**src/rtl/sseg_scan_driver.sv**
```systemverilog
// Multi-digit seven-segment scan driver with double-buffered digit data,
// leading-zero suppression and selectable output polarity.
module sseg_scan_driver #(
    parameter int unsigned NUM_DIGITS  = 4,
    parameter int unsigned REFRESH_DIV = 100000,
    parameter bit          ACTIVE_LOW  = 1'b1
) (
    input  logic                    clk,
    input  logic                    reset,
    input  logic                    load,
    input  logic [4*NUM_DIGITS-1:0] digits_in,
    input  logic [NUM_DIGITS-1:0]   dp_in,
    input  logic [NUM_DIGITS-1:0]   blank_in,
    input  logic                    lz_suppress,
    input  logic                    enable,
    output logic [7:0]              sseg_cathode,
    output logic [NUM_DIGITS-1:0]   sseg_anode,
    output logic                    frame_done
);

    localparam int unsigned CNT_W = (REFRESH_DIV > 1) ? $clog2(REFRESH_DIV) : 1;
    localparam int unsigned IDX_W = (NUM_DIGITS > 1) ? $clog2(NUM_DIGITS) : 1;
    localparam int unsigned DIG_W = 4 * NUM_DIGITS;

    localparam logic [CNT_W-1:0]      CNT_MAX  = CNT_W'(REFRESH_DIV - 1);
    localparam logic [IDX_W-1:0]      IDX_MAX  = IDX_W'(NUM_DIGITS - 1);
    localparam logic [7:0]            CATH_OFF = {8{ACTIVE_LOW}};
    localparam logic [NUM_DIGITS-1:0] AN_OFF   = {NUM_DIGITS{ACTIVE_LOW}};

    logic [CNT_W-1:0]      cnt_q, cnt_d;
    logic [IDX_W-1:0]      idx_q, idx_d;
    logic [DIG_W-1:0]      sh_dig_q, sh_dig_d;
    logic [NUM_DIGITS-1:0] sh_dp_q, sh_dp_d;
    logic [NUM_DIGITS-1:0] sh_blank_q, sh_blank_d;
    logic [DIG_W-1:0]      act_dig_q, act_dig_d;
    logic [NUM_DIGITS-1:0] act_dp_q, act_dp_d;
    logic [NUM_DIGITS-1:0] act_blank_q, act_blank_d;
    logic [7:0]            cath_q, cath_d;
    logic [NUM_DIGITS-1:0] anode_q, anode_d;
    logic                  frame_done_q, frame_done_d;

    logic                  slot_end_c;
    logic                  frame_end_c;
    logic [NUM_DIGITS-1:0] lz_supp_c;
    logic [3:0]            cur_nib_c;
    logic                  cur_dp_c;
    logic                  cur_blank_c;
    logic                  cur_supp_c;
    logic [7:0]            seg_n_c;
    logic [NUM_DIGITS-1:0] anode_n_c;

    // Active-low hex glyphs, DP (bit7) off.
    function automatic logic [7:0] seg_decode(input logic [3:0] v);
        logic [7:0] s;
        case (v)
            4'h0: s = 8'hC0;
            4'h1: s = 8'hF9;
            4'h2: s = 8'hA4;
            4'h3: s = 8'hB0;
            4'h4: s = 8'h99;
            4'h5: s = 8'h92;
            4'h6: s = 8'h82;
            4'h7: s = 8'hF8;
            4'h8: s = 8'h80;
            4'h9: s = 8'h90;
            4'hA: s = 8'h88;
            4'hB: s = 8'h83;
            4'hC: s = 8'hC6;
            4'hD: s = 8'hA1;
            4'hE: s = 8'h86;
            default: s = 8'h8E;
        endcase
        return s;
    endfunction

    // Scan timing and tear-free shadow -> active transfer at the frame boundary.
    always_comb begin
        slot_end_c   = (cnt_q == CNT_MAX);
        frame_end_c  = slot_end_c && (idx_q == IDX_MAX);
        cnt_d        = cnt_q + CNT_W'(1);
        idx_d        = idx_q;
        sh_dig_d     = sh_dig_q;
        sh_dp_d      = sh_dp_q;
        sh_blank_d   = sh_blank_q;
        act_dig_d    = act_dig_q;
        act_dp_d     = act_dp_q;
        act_blank_d  = act_blank_q;
        frame_done_d = frame_end_c;

        if (slot_end_c) begin
            cnt_d = '0;
            idx_d = (idx_q == IDX_MAX) ? '0 : idx_q + IDX_W'(1);
        end

        if (load) begin
            sh_dig_d   = digits_in;
            sh_dp_d    = dp_in;
            sh_blank_d = blank_in;
        end

        // A load coinciding with the boundary bypasses the shadow so it shows immediately.
        if (frame_end_c) begin
            act_dig_d   = sh_dig_d;
            act_dp_d    = sh_dp_d;
            act_blank_d = sh_blank_d;
        end
    end

    // Leading-zero chain: lead stays set while every higher digit is zero or blanked.
    always_comb begin : lz_chain
        logic lead;
        lead      = 1'b1;
        lz_supp_c = '0;
        for (int k = int'(NUM_DIGITS) - 1; k >= 0; k--) begin
            lz_supp_c[k] = lz_suppress && (k != 0) && lead
                           && (act_dig_q[4*k +: 4] == 4'h0);
            lead = lead && ((act_dig_q[4*k +: 4] == 4'h0) || act_blank_q[k]);
        end
    end

    always_comb begin
        cur_nib_c   = 4'h0;
        cur_dp_c    = 1'b0;
        cur_blank_c = 1'b0;
        cur_supp_c  = 1'b0;
        for (int k = 0; k < int'(NUM_DIGITS); k++) begin
            if (idx_q == IDX_W'(k)) begin
                cur_nib_c   = act_dig_q[4*k +: 4];
                cur_dp_c    = act_dp_q[k];
                cur_blank_c = act_blank_q[k];
                cur_supp_c  = lz_supp_c[k];
            end
        end
    end

    // Build the lit pattern in active-low form, then apply board polarity.
    always_comb begin
        seg_n_c    = seg_decode(cur_nib_c);
        seg_n_c[7] = ~cur_dp_c;
        if (!enable || cur_blank_c) begin
            seg_n_c = 8'hFF;
        end else if (cur_supp_c) begin
            seg_n_c = {~cur_dp_c, 7'h7F};
        end
        anode_n_c = enable ? ~(NUM_DIGITS'(1) << idx_q) : '1;
        cath_d    = ACTIVE_LOW ? seg_n_c : ~seg_n_c;
        anode_d   = ACTIVE_LOW ? anode_n_c : ~anode_n_c;
    end

    always_ff @(posedge clk) begin
        if (reset) begin
            cnt_q        <= '0;
            idx_q        <= '0;
            sh_dig_q     <= '0;
            sh_dp_q      <= '0;
            sh_blank_q   <= '0;
            act_dig_q    <= '0;
            act_dp_q     <= '0;
            act_blank_q  <= '0;
            cath_q       <= CATH_OFF;
            anode_q      <= AN_OFF;
            frame_done_q <= 1'b0;
        end else begin
            cnt_q        <= cnt_d;
            idx_q        <= idx_d;
            sh_dig_q     <= sh_dig_d;
            sh_dp_q      <= sh_dp_d;
            sh_blank_q   <= sh_blank_d;
            act_dig_q    <= act_dig_d;
            act_dp_q     <= act_dp_d;
            act_blank_q  <= act_blank_d;
            cath_q       <= cath_d;
            anode_q      <= anode_d;
            frame_done_q <= frame_done_d;
        end
    end

    assign sseg_cathode = cath_q;
    assign sseg_anode   = anode_q;
    assign frame_done   = frame_done_q;

endmodule

```
**config.mk**
```make
export PLATFORM = sky130hd
export DESIGN_NAME = sseg_scan_driver
export DESIGN_NICKNAME = d
export VERILOG_FILES = /design/src/rtl/sseg_scan_driver.sv
export SDC_FILE = /design/constraint.sdc
export NUM_CORES = 1
export LEC_CHECK = 0
export CELL_PAD_IN_SITES_DETAIL_PLACEMENT = 0
export CELL_PAD_IN_SITES_GLOBAL_PLACEMENT = 2
export CORE_ASPECT_RATIO = 0.8
export CORE_UTILIZATION = 30
export CTS_BUF_LIST = sky130_fd_sc_hd__clkbuf_8 sky130_fd_sc_hd__clkbuf_16
export DETAILED_ROUTE_END_ITERATION = 10
export GPL_TIMING_DRIVEN = 0
export PLACE_DENSITY = 0.8
export SYNTH_ARGS = -nofsm -noshare
export SYNTH_HDL_FRONTEND = slang
export SYNTH_SLANG_ARGS = --single-unit
```
**constraint.sdc**
```tcl
create_clock -name clk -period 4.4 [get_ports clk]
set_input_delay 0.88 -clock clk [delete_from_list [all_inputs] [get_ports clk]]
set_output_delay 0.88 -clock clk [all_outputs]
set_load 0.03 [all_outputs]
```
; Yosys cells after proc, flatten, opt, wreduce, memory -nomap -nowiden
; Memories as Yosys holds them, arrays and structs flattened. A register that Yosys moved wholly into a read port is not among the register bits.
; Cells that the tools add are included.
; W data, S select, Z words.
[classes]
addsub = 2
n_eq_ne = 4
shift = 1
muxes = 19
n_bitwise = 3
n_reduce_logical = 19
[op_table]
columns = operator, n
row1 = $mux W4, 6
row2 = $add A17 B1 Y17 const B, 1
row3 = $eq A17 B17 Y1 const B, 1
row4 = $mux W16, 1
row5 = $logic_not A4 Y1, 3
row6 = $mux W1, 11
row7 = $logic_and A1 B1 Y1, 7
row8 = $reduce_or A2 Y1, 3
row9 = $eq A2 B2 Y1 const B, 2
row10 = $not A4 Y4, 1
row11 = $shl A1 B2 Y4 const A, 1
row12 = $logic_or A1 B1 Y1, 3
row13 = $reduce_or A3 Y1, 1
row14 = $add A2 B1 Y2 const B, 1
row15 = $eq A2 B1 Y1 const B, 1
row16 = $logic_not A2 Y1, 1
row17 = $mux W2, 1
row18 = $not A1 Y1, 2
row19 = $logic_not A1 Y1, 1
[word_totals]
ff_bits = 73
romBits = 112
input_bits = 29
out_inout_bits = 13
wordCells = 60
n_memories = 1
[mem_list]
columns = memory, words, word_bits, rd, rd_ports_with_merged_regs, write_ports, line
row1 = (no name shown), 16, 7, 1, 1, 0, 55  ; case (v)

; Longest topological paths before layout
[depth]
ltp_word = 9
depth_mapped = 11
mapped_depth_nobuf = 10

; Least setup slack after synthesis
; No wires, ideal clock.
[synth_path]
path_kind = register to register
start = register idx_q[1]
end = register cath_q[3], in the netlist sseg_cathode[3]
setup_ns = 0.130
arrival_time_ns = 2.319
required_ns = 4.270
path_slack_ns = 1.951
stages_incl_launch_ff = 11
n_path_buf = 1
period_less_slack_ns = 2.449
path_cell_list = dfxtp_1 -> inv_1 -> ha_1 -> buf_2 -> nand3b_1 -> a221oi_1 -> inv_1 -> ha_1 -> mux2_2 -> nor2_1 -> o21ai_0
[synth_between]
elab_chain_len = 7
word_cells_on_any_way = 17
classes_between = eq/ne (3) / mux (11) / reduce/logical (3)
[synth_rtl]
columns = item, line
row1 = from (decl), 31  ; logic [IDX_W-1:0] idx_q, idx_d;
row2 = from (signal assigned), 165  ; idx_q <= idx_d;
row3 = $logic_not A2 Y1, 127  ; if (idx_q == IDX_W'(k)) begin
row4 = $mux W1 (4 in series), 127
row5 = $logic_or A1 B1 Y1, 140  ; if (!enable || cur_blank_c) begin
row6 = $reduce_or A3 Y1 (no source line), n/a
row7 = to (signal assigned), 172  ; cath_q <= cath_d;
row8 = to (decl), 38  ; logic [7:0] cath_q, cath_d;
; Parallel ways exist; a longest one is shown, timed or not.
; A chain may end at the register's enable or synchronous reset.

; Worst setup path after layout
; Same ends and word-level chain as after synthesis.

==> results.toml <==
[run_status]
run_status = "finished clean"

[drt]
vias_per_cell = 4.73
drt-pass1-iter-count = 4
route.detailed.wl_per_inst_um = 13.6
finalWirelength_um = 7200
iteration_0_drc_count_of_the_detailed_router = 109
antenna_violating_nets_post_route = 0
num_vias = 2503
drt_drc_violations_left = 0

[yosys]
synth_adder_area_share_pct = 4.15
yosys-mux-area-fraction_pct = 8.48
post_synthesis_share_of_cell_area_spent_on_xor_and_xnor_gates_pct = 4.22
synth.yosys.seq_area_share_pct = 48.3
yosysWarnings = 0
netlist_area_sq_um = 3320
synth.lib_cells_used.distinct = 47
synth_area_in_simple_gates_pct = 17.0
syn_inst = 334
dominant_combinational_cell_family_by_area_after_synthesis = "simple AND/OR/NAND/NOR gates"
synth_compound_area_share_pct = 12.4
post_syn_nets = 374
syn_avg_cell_area_sq_um = 9.93
synth-seq-cells = 80

[cts]
clk_path_buf_depth = 2
clock_tree.root_cell = "clkbuf_16"
cts.hold.buffers_added = 0
postCtsSetupBuffers = 0
cts_tree = "done"
worst_setup_hold_path_clk_slew_ns = 0.06
ctsHtreeMaxLevel = 3
clock-sinks = 80
clock_insertion_delay_at_the_later_pin_of_the_skew_report_ns = 0.34
postCtsResizedCells = 0
number_of_cts_inserted_buffers = 9

[grt]
gr-total-overflow = 0
grt_antenna_before_repair = 0
grt_pass1_wl_um = 12200
first_global_vias = 2472
grt_util_all_layers_pct = 13.9
grt_max_degree = 13

[die]
boundaryPins = 42
die_h_um = 96.1
initial_standard_cell_utilization_of_the_core_pct = 31.6
die_w_um = 120
core_area_sq_um = 10500
die_area_sq_um = 11500
placementRows = 33

[layout]
layout.nets = 425
n_diodes = 0
share_of_cells_above_drive_strength_1_pct = 8.48
area_growth_syn_to_layout_pct = 27.0
nFillCells = 1068
final_cell_count_no_fill = 529
layout.cells.most_common_list = "dfxtp_1 (80), nor2_1 (52), clkdlybuf4s50_1 (40)"
commonest_non_fill_non_tap_cell_in_the_layout = "dfxtp_1"

[placed_design]
globalplace.congestion = 0.754
post-dp-hpwl_um = 5340
placed_cells = 514
port_buffers = 40

[setup_path]
path_max_fanout = 10
critical_path_arrival_ns = 3.11
worstPathRequired_ns = 4.59
setup.worst_path.class = "flop to flop"
setup.worst_path.start_class = "flop"
endpoint_kind = "flop"

[sta]
final_max_slew_violation_count = 0
slew_headroom_pct = 43.0
fmax_ghz = 0.343
timing.final.crit_share_pct = 66.3
post-route-min-period_ns = 2.92
timing_worst_slew_pin_value_ns = 0.854
grt_setup_unrepaired = "no"
setup-tns-final_ns = 0
final-setup-viol-count = 0
clock_skew_ns = 0.00769
hold_viol = 0

[job]
cap_viol_max_count = 0

[pwr]
power_per_cell_area_nw_per_um2 = 388
p_leak_nw = 1.68
ir_worst_vdd_uv = 225

[min_path]
worst_hold_path_type = "flop to flop"
-- critical path, stage by stage, from the launching register on --
cell and delay, ns:
dfxtp_1 0.37, inv_1 0.08, ha_1 0.23, buf_2 0.19, nand3b_1 0.17, a221oi_1 0.74, inv_1 0.19, ha_1 0.31
mux2_2 0.28, nor2_1 0.09, o21ai_0 0.11
-- through the flow --
step	power [mW]	area, sq um	setup slack, ns	utilization, %	hold WS (ns)
2_1_floorplan	0.813	3320	1.95	-	0.418
5_1_grt	1.70	4220	1.16	40.2	0.455
6_report	1.64	4220	1.48	40.2	0.449
4_1_cts	1.66	4220	1.45	40.2	0.450
3_3_place_gp	0.858	3890	1.52	37.1	0.428
3_5_place_dp	0.859	3890	1.47	37.1	0.435
-- sequential cells by signal (all words and copies together) (netlist names) --
register	flops
act_blank_q	4
act_dig_q	16
act_dp_q	4
cnt_q	17
frame_done	1
idx_q	2
sh_blank_q	4
sh_dig_q	16
sh_dp_q	4
sseg_anode	4
sseg_cathode	8
-- cells by family after synthesis --
logic type,after synthesis
and+or+nand+nor,112
DFF,80
muxes,28
buffers and inverters,35
AOI/OAI and AO/OA,52
xor gates and xnor gates,16
adders and majority gates,11
-- Yosys cell counts, drive strengths merged --
library cell | instances | share of area [%]
inv | 14 | 1.6
mux2 | 1 | 0.34
and3 | 3 | 0.57
o2bb2ai | 24 | 6.3
a221oi | 2 | 0.53
nand3b | 4 | 0.91
xor2 | 10 | 2.6
nor3 | 4 | 0.60
and3b | 2 | 0.53
a211o | 1 | 0.26
o311ai | 1 | 0.26
nor4b | 1 | 0.45
nor3b | 3 | 0.68
a21oi | 6 | 0.91
a22o | 1 | 0.26
and4 | 2 | 0.53
or3b | 1 | 0.26
and4bb | 2 | 0.75
nand3 | 9 | 1.4
and2 | 1 | 0.19
clkbuf | 7 | 0.83
a221o | 2 | 0.60
buf | 14 | 3.1
a22oi | 2 | 0.45
nand2 | 16 | 1.8
or3 | 1 | 0.19
nor2b | 2 | 0.38
nor4 | 3 | 0.57
nor2 | 52 | 5.9
o211ai | 1 | 0.23
o221ai | 1 | 0.26
mux2i | 27 | 8.1
dfxtp | 80 | 48
a32oi | 2 | 0.53
a211oi | 4 | 0.91
ha | 11 | 4.1
o21ai | 4 | 0.60
xnor2 | 6 | 1.6
nand4 | 5 | 1.1
o31ai | 1 | 0.23
or2b | 1 | 0.23
-- final timing paths --
check,start,endpoint,slack [ns],depth (start not counted)
max,idx_q[1],sseg_cathode[3],1.48,10
min,cnt_q[0],cnt_q[0],0.45,1
max reg2reg,idx_q[1],sseg_cathode[3],1.48,10
min reg2reg,cnt_q[0],cnt_q[0],0.45,1
-- area by class of cell --
class / instances / area [sq um] / share of cell area [%]
Sequential cell: 80 / 1600 / 38.0
Multi-Input combinational cell: 219 / 1530 / 36.4
Timing Repair Buffer: 40 / 400 / 9.50
Clock buffer: 11 / 253 / 6.00
Tap cell: 140 / 175 / 4.16
Buffer: 21 / 130 / 3.09
Clock inverter: 4 / 68.8 / 1.63
Inverter: 14 / 52.6 / 1.25
-- metal layers --
layer / vias up / GRT usage, % / share of wire (%)
li1: 1283 / - / -
met1: 1159 / 18.7 / 52
met2: 57 / 21.0 / 42
met3: 4 / 5.45 / 5.3
met4: 0 / 2.81 / 0.56
met5: - / 0 / 0
-- where the power goes --
group | internal (mW) | switching, mW | leakage [nW]
clock | 0.521 | 0.274 | 0.163
sequential | 0.743 | 0.00606 | 0.652
combinational | 0.0459 | 0.0466 | 0.863
Power figures use the tool's default switching activity.
